[config.mk]
export PLATFORM = sky130hd
export DESIGN_NAME = maze_grid_nav
export DESIGN_NICKNAME = d
export VERILOG_FILES = /design/src/rtl/maze_grid_nav.sv
export SDC_FILE = /design/constraint.sdc
export NUM_CORES = 1
export LEC_CHECK = 0
export ABC_AREA = 1
export BUFFER_PORTS_ARGS = -buffer_cell sky130_fd_sc_hd__buf_2
export CORE_MARGIN = 4
export CORE_UTILIZATION = 45
export CTS_CLUSTER_DIAMETER = 150
export DETAILED_ROUTE_END_ITERATION = 16
export GPL_TIMING_DRIVEN = 1
export PLACE_DENSITY = 0.81
export SYNTH_ARGS = -nofsm -noshare
export SYNTH_HDL_FRONTEND = slang
export SYNTH_SLANG_ARGS = --single-unit
[constraint.sdc]
create_clock -name clk -period 2.07 [get_ports clk]
set_input_delay 0.414 -clock clk [delete_from_list [all_inputs] [get_ports clk]]
set_output_delay 0.414 -clock clk [all_outputs]
set_load 0.01 [all_outputs]
[src/rtl/maze_grid_nav.sv]
// Grid-based player position engine with a goal/win/restart FSM, blocked-move pulse and
// saturating move counter. Define MAZE_TIMEOUT_EN to add a per-game tick timeout.
module maze_grid_nav #(
  parameter int ROWS          = 4,
  parameter int COLS          = 4,
  parameter int START_IDX     = 0,
  parameter int GOAL_IDX      = 15,
  parameter int CNT_W         = 8,
  parameter int TIMEOUT_TICKS = 200
) (
  input  logic                          clk,
  input  logic                          rst_n,
  input  logic                          tick,
  input  logic [2:0]                    move,
  input  logic                          confirm,
  input  logic [ROWS*COLS-1:0]          wall_e,
  input  logic [ROWS*COLS-1:0]          wall_s,
  output logic [$clog2(ROWS*COLS)-1:0]  cell_idx,
  output logic [$clog2(ROWS)-1:0]       row,
  output logic [$clog2(COLS)-1:0]       col,
  output logic                          at_goal,
  output logic                          win_show,
  output logic                          bump,
  output logic [CNT_W-1:0]              move_count,
  output logic                          timed_out
);

  localparam int IDX_W = $clog2(ROWS*COLS);
  localparam int RW    = $clog2(ROWS);
  localparam int CW    = $clog2(COLS);
  localparam logic [RW-1:0]    START_ROW = RW'(START_IDX / COLS);
  localparam logic [CW-1:0]    START_COL = CW'(START_IDX % COLS);
  localparam logic [IDX_W-1:0] GOAL_I    = IDX_W'(GOAL_IDX);

  localparam logic [2:0] MV_LEFT  = 3'b001;
  localparam logic [2:0] MV_RIGHT = 3'b010;
  localparam logic [2:0] MV_DOWN  = 3'b011;
  localparam logic [2:0] MV_UP    = 3'b100;

  if (ROWS < 2 || ROWS > 16 || COLS < 2 || COLS > 16 || TIMEOUT_TICKS < 1) begin : g_param_check
    $error("maze_grid_nav: parameter out of range");
  end

  typedef enum logic [1:0] {S_PLAY, S_GOAL, S_WIN} state_e;

  state_e           state_q, state_d;
  logic [RW-1:0]    row_q, row_d, tgt_row;
  logic [CW-1:0]    col_q, col_d, tgt_col;
  logic [CNT_W-1:0] cnt_q, cnt_d;
  logic             bump_q, bump_d;
  logic [IDX_W-1:0] cur_idx, idx_left, idx_up, tgt_idx;
  logic             is_move, legal;

`ifdef MAZE_TIMEOUT_EN
  localparam int TW = $clog2(TIMEOUT_TICKS + 1);
  logic [TW-1:0] tcnt_q, tcnt_d;
  logic          timed_out_q, timed_out_d;
`endif

  assign cur_idx  = IDX_W'(row_q) * IDX_W'(COLS) + IDX_W'(col_q);
  assign idx_left = cur_idx - IDX_W'(1);
  assign idx_up   = cur_idx - IDX_W'(COLS);

  always_ff @(posedge clk or negedge rst_n) begin
    if (!rst_n) begin
      state_q <= S_PLAY;
      row_q   <= START_ROW;
      col_q   <= START_COL;
      cnt_q   <= '0;
      bump_q  <= 1'b0;
`ifdef MAZE_TIMEOUT_EN
      tcnt_q      <= '0;
      timed_out_q <= 1'b0;
`endif
    end else begin
      state_q <= state_d;
      row_q   <= row_d;
      col_q   <= col_d;
      cnt_q   <= cnt_d;
      bump_q  <= bump_d;
`ifdef MAZE_TIMEOUT_EN
      tcnt_q      <= tcnt_d;
      timed_out_q <= timed_out_d;
`endif
    end
  end

  always_comb begin
    state_d = state_q;
    row_d   = row_q;
    col_d   = col_q;
    cnt_d   = cnt_q;
    bump_d  = 1'b0;
    tgt_row = row_q;
    tgt_col = col_q;
    is_move = 1'b0;
    legal   = 1'b0;
`ifdef MAZE_TIMEOUT_EN
    tcnt_d      = tcnt_q;
    timed_out_d = timed_out_q;
`endif
    // Grid edges count as walls, so the last column/row wall bits are never consulted
    case (move)
      MV_LEFT: begin
        is_move = 1'b1;
        legal   = (col_q != '0) && !wall_e[idx_left];
        tgt_col = col_q - CW'(1);
      end
      MV_RIGHT: begin
        is_move = 1'b1;
        legal   = (col_q < CW'(COLS-1)) && !wall_e[cur_idx];
        tgt_col = col_q + CW'(1);
      end
      MV_DOWN: begin
        is_move = 1'b1;
        legal   = (row_q < RW'(ROWS-1)) && !wall_s[cur_idx];
        tgt_row = row_q + RW'(1);
      end
      MV_UP: begin
        is_move = 1'b1;
        legal   = (row_q != '0) && !wall_s[idx_up];
        tgt_row = row_q - RW'(1);
      end
      default: ;
    endcase
    tgt_idx = IDX_W'(tgt_row) * IDX_W'(COLS) + IDX_W'(tgt_col);

    if (tick) begin
      case (state_q)
        S_PLAY: begin
          if (legal) begin
            row_d = tgt_row;
            col_d = tgt_col;
            if (cnt_q != '1) cnt_d = cnt_q + CNT_W'(1);
            if (tgt_idx == GOAL_I) state_d = S_GOAL;
          end else if (is_move) begin
            bump_d = 1'b1;
          end
        end
        S_GOAL: if (confirm) state_d = S_WIN;
        S_WIN: begin
          if (confirm) begin
            state_d = S_PLAY;
            row_d   = START_ROW;
            col_d   = START_COL;
            cnt_d   = '0;
          end
        end
        default: state_d = S_PLAY;
      endcase
`ifdef MAZE_TIMEOUT_EN
      // Reaching the goal on the firing tick takes precedence over the timeout
      if (state_q == S_PLAY && state_d == S_PLAY) begin
        if (tcnt_q == TW'(TIMEOUT_TICKS)) begin
          tcnt_d      = '0;
          timed_out_d = 1'b1;
          row_d       = START_ROW;
          col_d       = START_COL;
          cnt_d       = '0;
        end else begin
          tcnt_d = tcnt_q + TW'(1);
          if (legal) timed_out_d = 1'b0;
        end
      end else if (state_q == S_WIN && state_d == S_PLAY) begin
        tcnt_d = '0;
      end
`endif
    end
  end

  always_comb begin
    cell_idx   = cur_idx;
    row        = row_q;
    col        = col_q;
    at_goal    = (state_q == S_GOAL);
    win_show   = (state_q == S_WIN);
    bump       = bump_q;
    move_count = cnt_q;
`ifdef MAZE_TIMEOUT_EN
    timed_out  = timed_out_q;
`else
    timed_out  = 1'b0;
`endif
  end

endmodule

==> results_dict.tcl <==
set metrics [dict create \
    synthArstFlopShare_pct 100 \
    crit_chain "inv_2 -> ha_2 -> inv_2 -> nand3_1 -> nand3_1 -> nand3_1 -> nand3_1 -> nand2_1 -> nor2_4 -> nand2_4 -> nand2_4 -> nand2_1 -> nand2_1" \
    slew_viol_final 0 \
    nets 384 \
    final.min_clock_period_ps 1860 \
    grt.overflow.total 0 \
    rows 21 \
    cts_buffers 3 \
    finalCritPeriodShare_pct 89.9 \
    drtIter0Drc 99 \
    critPathSlowestCell "dfrtp_1" \
    cts_root_buffer "clkbuf_8" \
    globalRouteTotalUtil_pct 19.9 \
    end_kind "register" \
    cts_sinks 15 \
    core_sq_um 3440 \
    netlist_instances 282 \
    drc 0 \
    cp.required_ps 2250 \
    synthDistinctLibCells 27 \
    final_cells 385 \
    cts_max_level 1 \
    clkLatencyLatePin_ps 250 \
    cp_common_cell "nand3_1" \
    postSynthNetCount 326 \
    hold_violations 0 \
    power_leakage_nw 1.24 \
    synth_edf_count 0 \
    dp.cells 381 \
    yosys-top-cells-area "dfrtp_1 23%, nand2_1 22%, nand3_1 18%" \
    drv_cap 0 \
    synthToLayoutAreaGrowth_pct 23.9 \
    setup_ws_ps 208 \
    clkTransAtPathRegs_ps 60 \
    cp.arrival_ps 2040 \
    grt_max_degree 24 \
    place.gp.congestion 0.916 \
    fmax_ghz 0.537 \
    n_antenna_cell 0 \
    vias 1936 \
    drive_gt1_share_pct 25.1 \
    path_max_fanout 9 \
    antenna_found_initial 0 \
    setup_viol 0 \
    synth_area_sq_um 1650 \
    grt_pass1_vias 1767 \
    synthFlopType "dfrtp_1" \
    drt_pass1_iterations 5 \
    die_h_um 68.5 \
    worstHoldPathType "in -> async" \
    initial_utilization_pct 47.8 \
    p_per_area_nw_per_um2 1130 \
    synth-seq-cells 15 \
    die_w_um 68.5 \
    ir_worst_vdd_mv 0.714 \
    rr_worst_depth 13 \
    dieArea_sq_um 4690 \
    grt_pass1_wl_mm 7.36 \
    wl_per_cell_um 11.2 \
    seq_area_frac_synth_pct 22.8 \
    yosysWarningCount 0 \
    clockBufferDepth 2 \
    outcome "complete, no violations" \
    dp_hpwl_mm 3.39 \
    yosysMostFrequentCell "nand2_1" \
    critPathLaunchType "register" \
    drt-total-wl_mm 4.31 \
    nFillCells 359 \
    fin_skew_ps 0.622 \
    vias_per_cell 5.03 \
    pin_count 59 \
    post-place-ws_ps 118 \
    synth_area_leader_cell "dfrtp_1" \
    antenna_left 0 \
    cts_tree "done" \
    crit_type "reg -> reg" \
    synth_top_area_share_pct 22.8 \
    avgSynthCellArea_sq_um 5.84 \
    io_buffers 57 \
    synth_common_cells "97 x nand2_1, 60 x nand3_1, 32 x inv_1" \
    critPathMaxStageDelay_ps 400 \
]
==> worst max-delay path: cells and delay by family (launching register included) <==
family | cells | cell delay [ps]
flip-flops | 1 | 400
buffers and inverters | 2 | 140
AND/OR/NAND/NOR | 10 | 970
adder cells (fa/ha/maj) | 1 | 300
==> sequential cells by signal, indices dropped and copies added (netlist names) <==
register	count
state_q	2
move_count	8
bump	1
col	2
row	2
==> layer usage <==
| layer | vias up | track usage, % | part of all wire [%] |
|---|---|---|---|
| met5 | - | 0 | 0 |
| met4 | 0 | 3.23 | 0.42 |
| met3 | 4 | 2.59 | 5.9 |
| met2 | 59 | 35.2 | 48 |
| met1 | 865 | 26.0 | 46 |
| li1 | 1008 | - | - |
==> area by class of cell <==
class | count | area, sq um | area share [%]
multi-input cells | 218 | 1070 | 52.5
flip-flops and latches | 15 | 377 | 18.5
repair buffers | 66 | 353 | 17.3
inverters | 36 | 135 | 6.62
well taps | 46 | 57.6 | 2.82
clock buffers | 3 | 41.3 | 2.02
clock inverters | 1 | 5.00 | 0.245
==> power by group <==
part,total (mW),internal [mW],switching (mW)
clock network,0.236,0.133,0.103
registers,0.442,0.373,0.0697
logic,1.63,0.631,1.00
==> cell usage in the layout, fill, tap and decap left out, types with 2 or more instances in the layout <==
master and instances:
ha_1 4, xor2_1 6, nand3_1 60, nor2_1 17, and3_1 4, buf_2 57, clkbuf_8 3, nand2_1 95
o21ai_0 3, nand2_2 2, buf_4 9, nor3_1 5, nand2_4 2, dfrtp_1 14, inv_1 31, inv_2 5
o211ai_1 2, a21oi_1 3, nor3b_1 2, o21ai_1 4
==> logic make-up (layout without fill, tap and decap cells) <==
family | count (synthesis) | after routing | share of synthesized area [%]
flip-flops | 15 | 15 | 22.8
other | 1 | 1 | 0.228
adder cells (fa/ha/maj) | 5 | 5 | 3.80
multiplexers | 1 | 1 | 0.608
AO/OA/AOI/OAI | 13 | 13 | 4.71
XOR/XNOR | 7 | 7 | 3.72
buffers and inverters | 49 | 106 | 13.1
AND/OR/NAND/NOR | 191 | 191 | 51.0
==> metrics by stage <==
stage          cell area (sq um)  TNS (ps)  util, %  hold WS [ps]  total power [mW]
2_1_floorplan               1650         0        -           118              1.66
3_3_place_gp                1980         0     57.4           334              2.01
3_5_place_dp                1980         0     57.4           335              2.04
4_1_cts                     2020         0     58.7          66.9              2.29
5_1_grt                     2040   -0.0731     59.3          85.3              2.56
6_report                    2040         0     59.3          60.9              2.31
==> timing repair <==
action | 4_1_cts | 5_1_grt
buffers inserted | 0 | 0
hold buffers | 0 | 0
setup endpoints to repair | 0 | 12
gates resized for setup | 0 | 7
==> final timing paths <==
kind | start | endpoint | slack [ps]
min reg2reg | move_count[3] | move_count[3] | 520
min | rst_n | move_count[3] | 60
max in group asynchronous | rst_n | move_count[0] | 1740
min in group clk | confirm | state_q[1] | 430
max reg2reg | col[0] | move_count[0] | 210
max | col[0] | move_count[0] | 210
(Power assumes the default switching activity.)
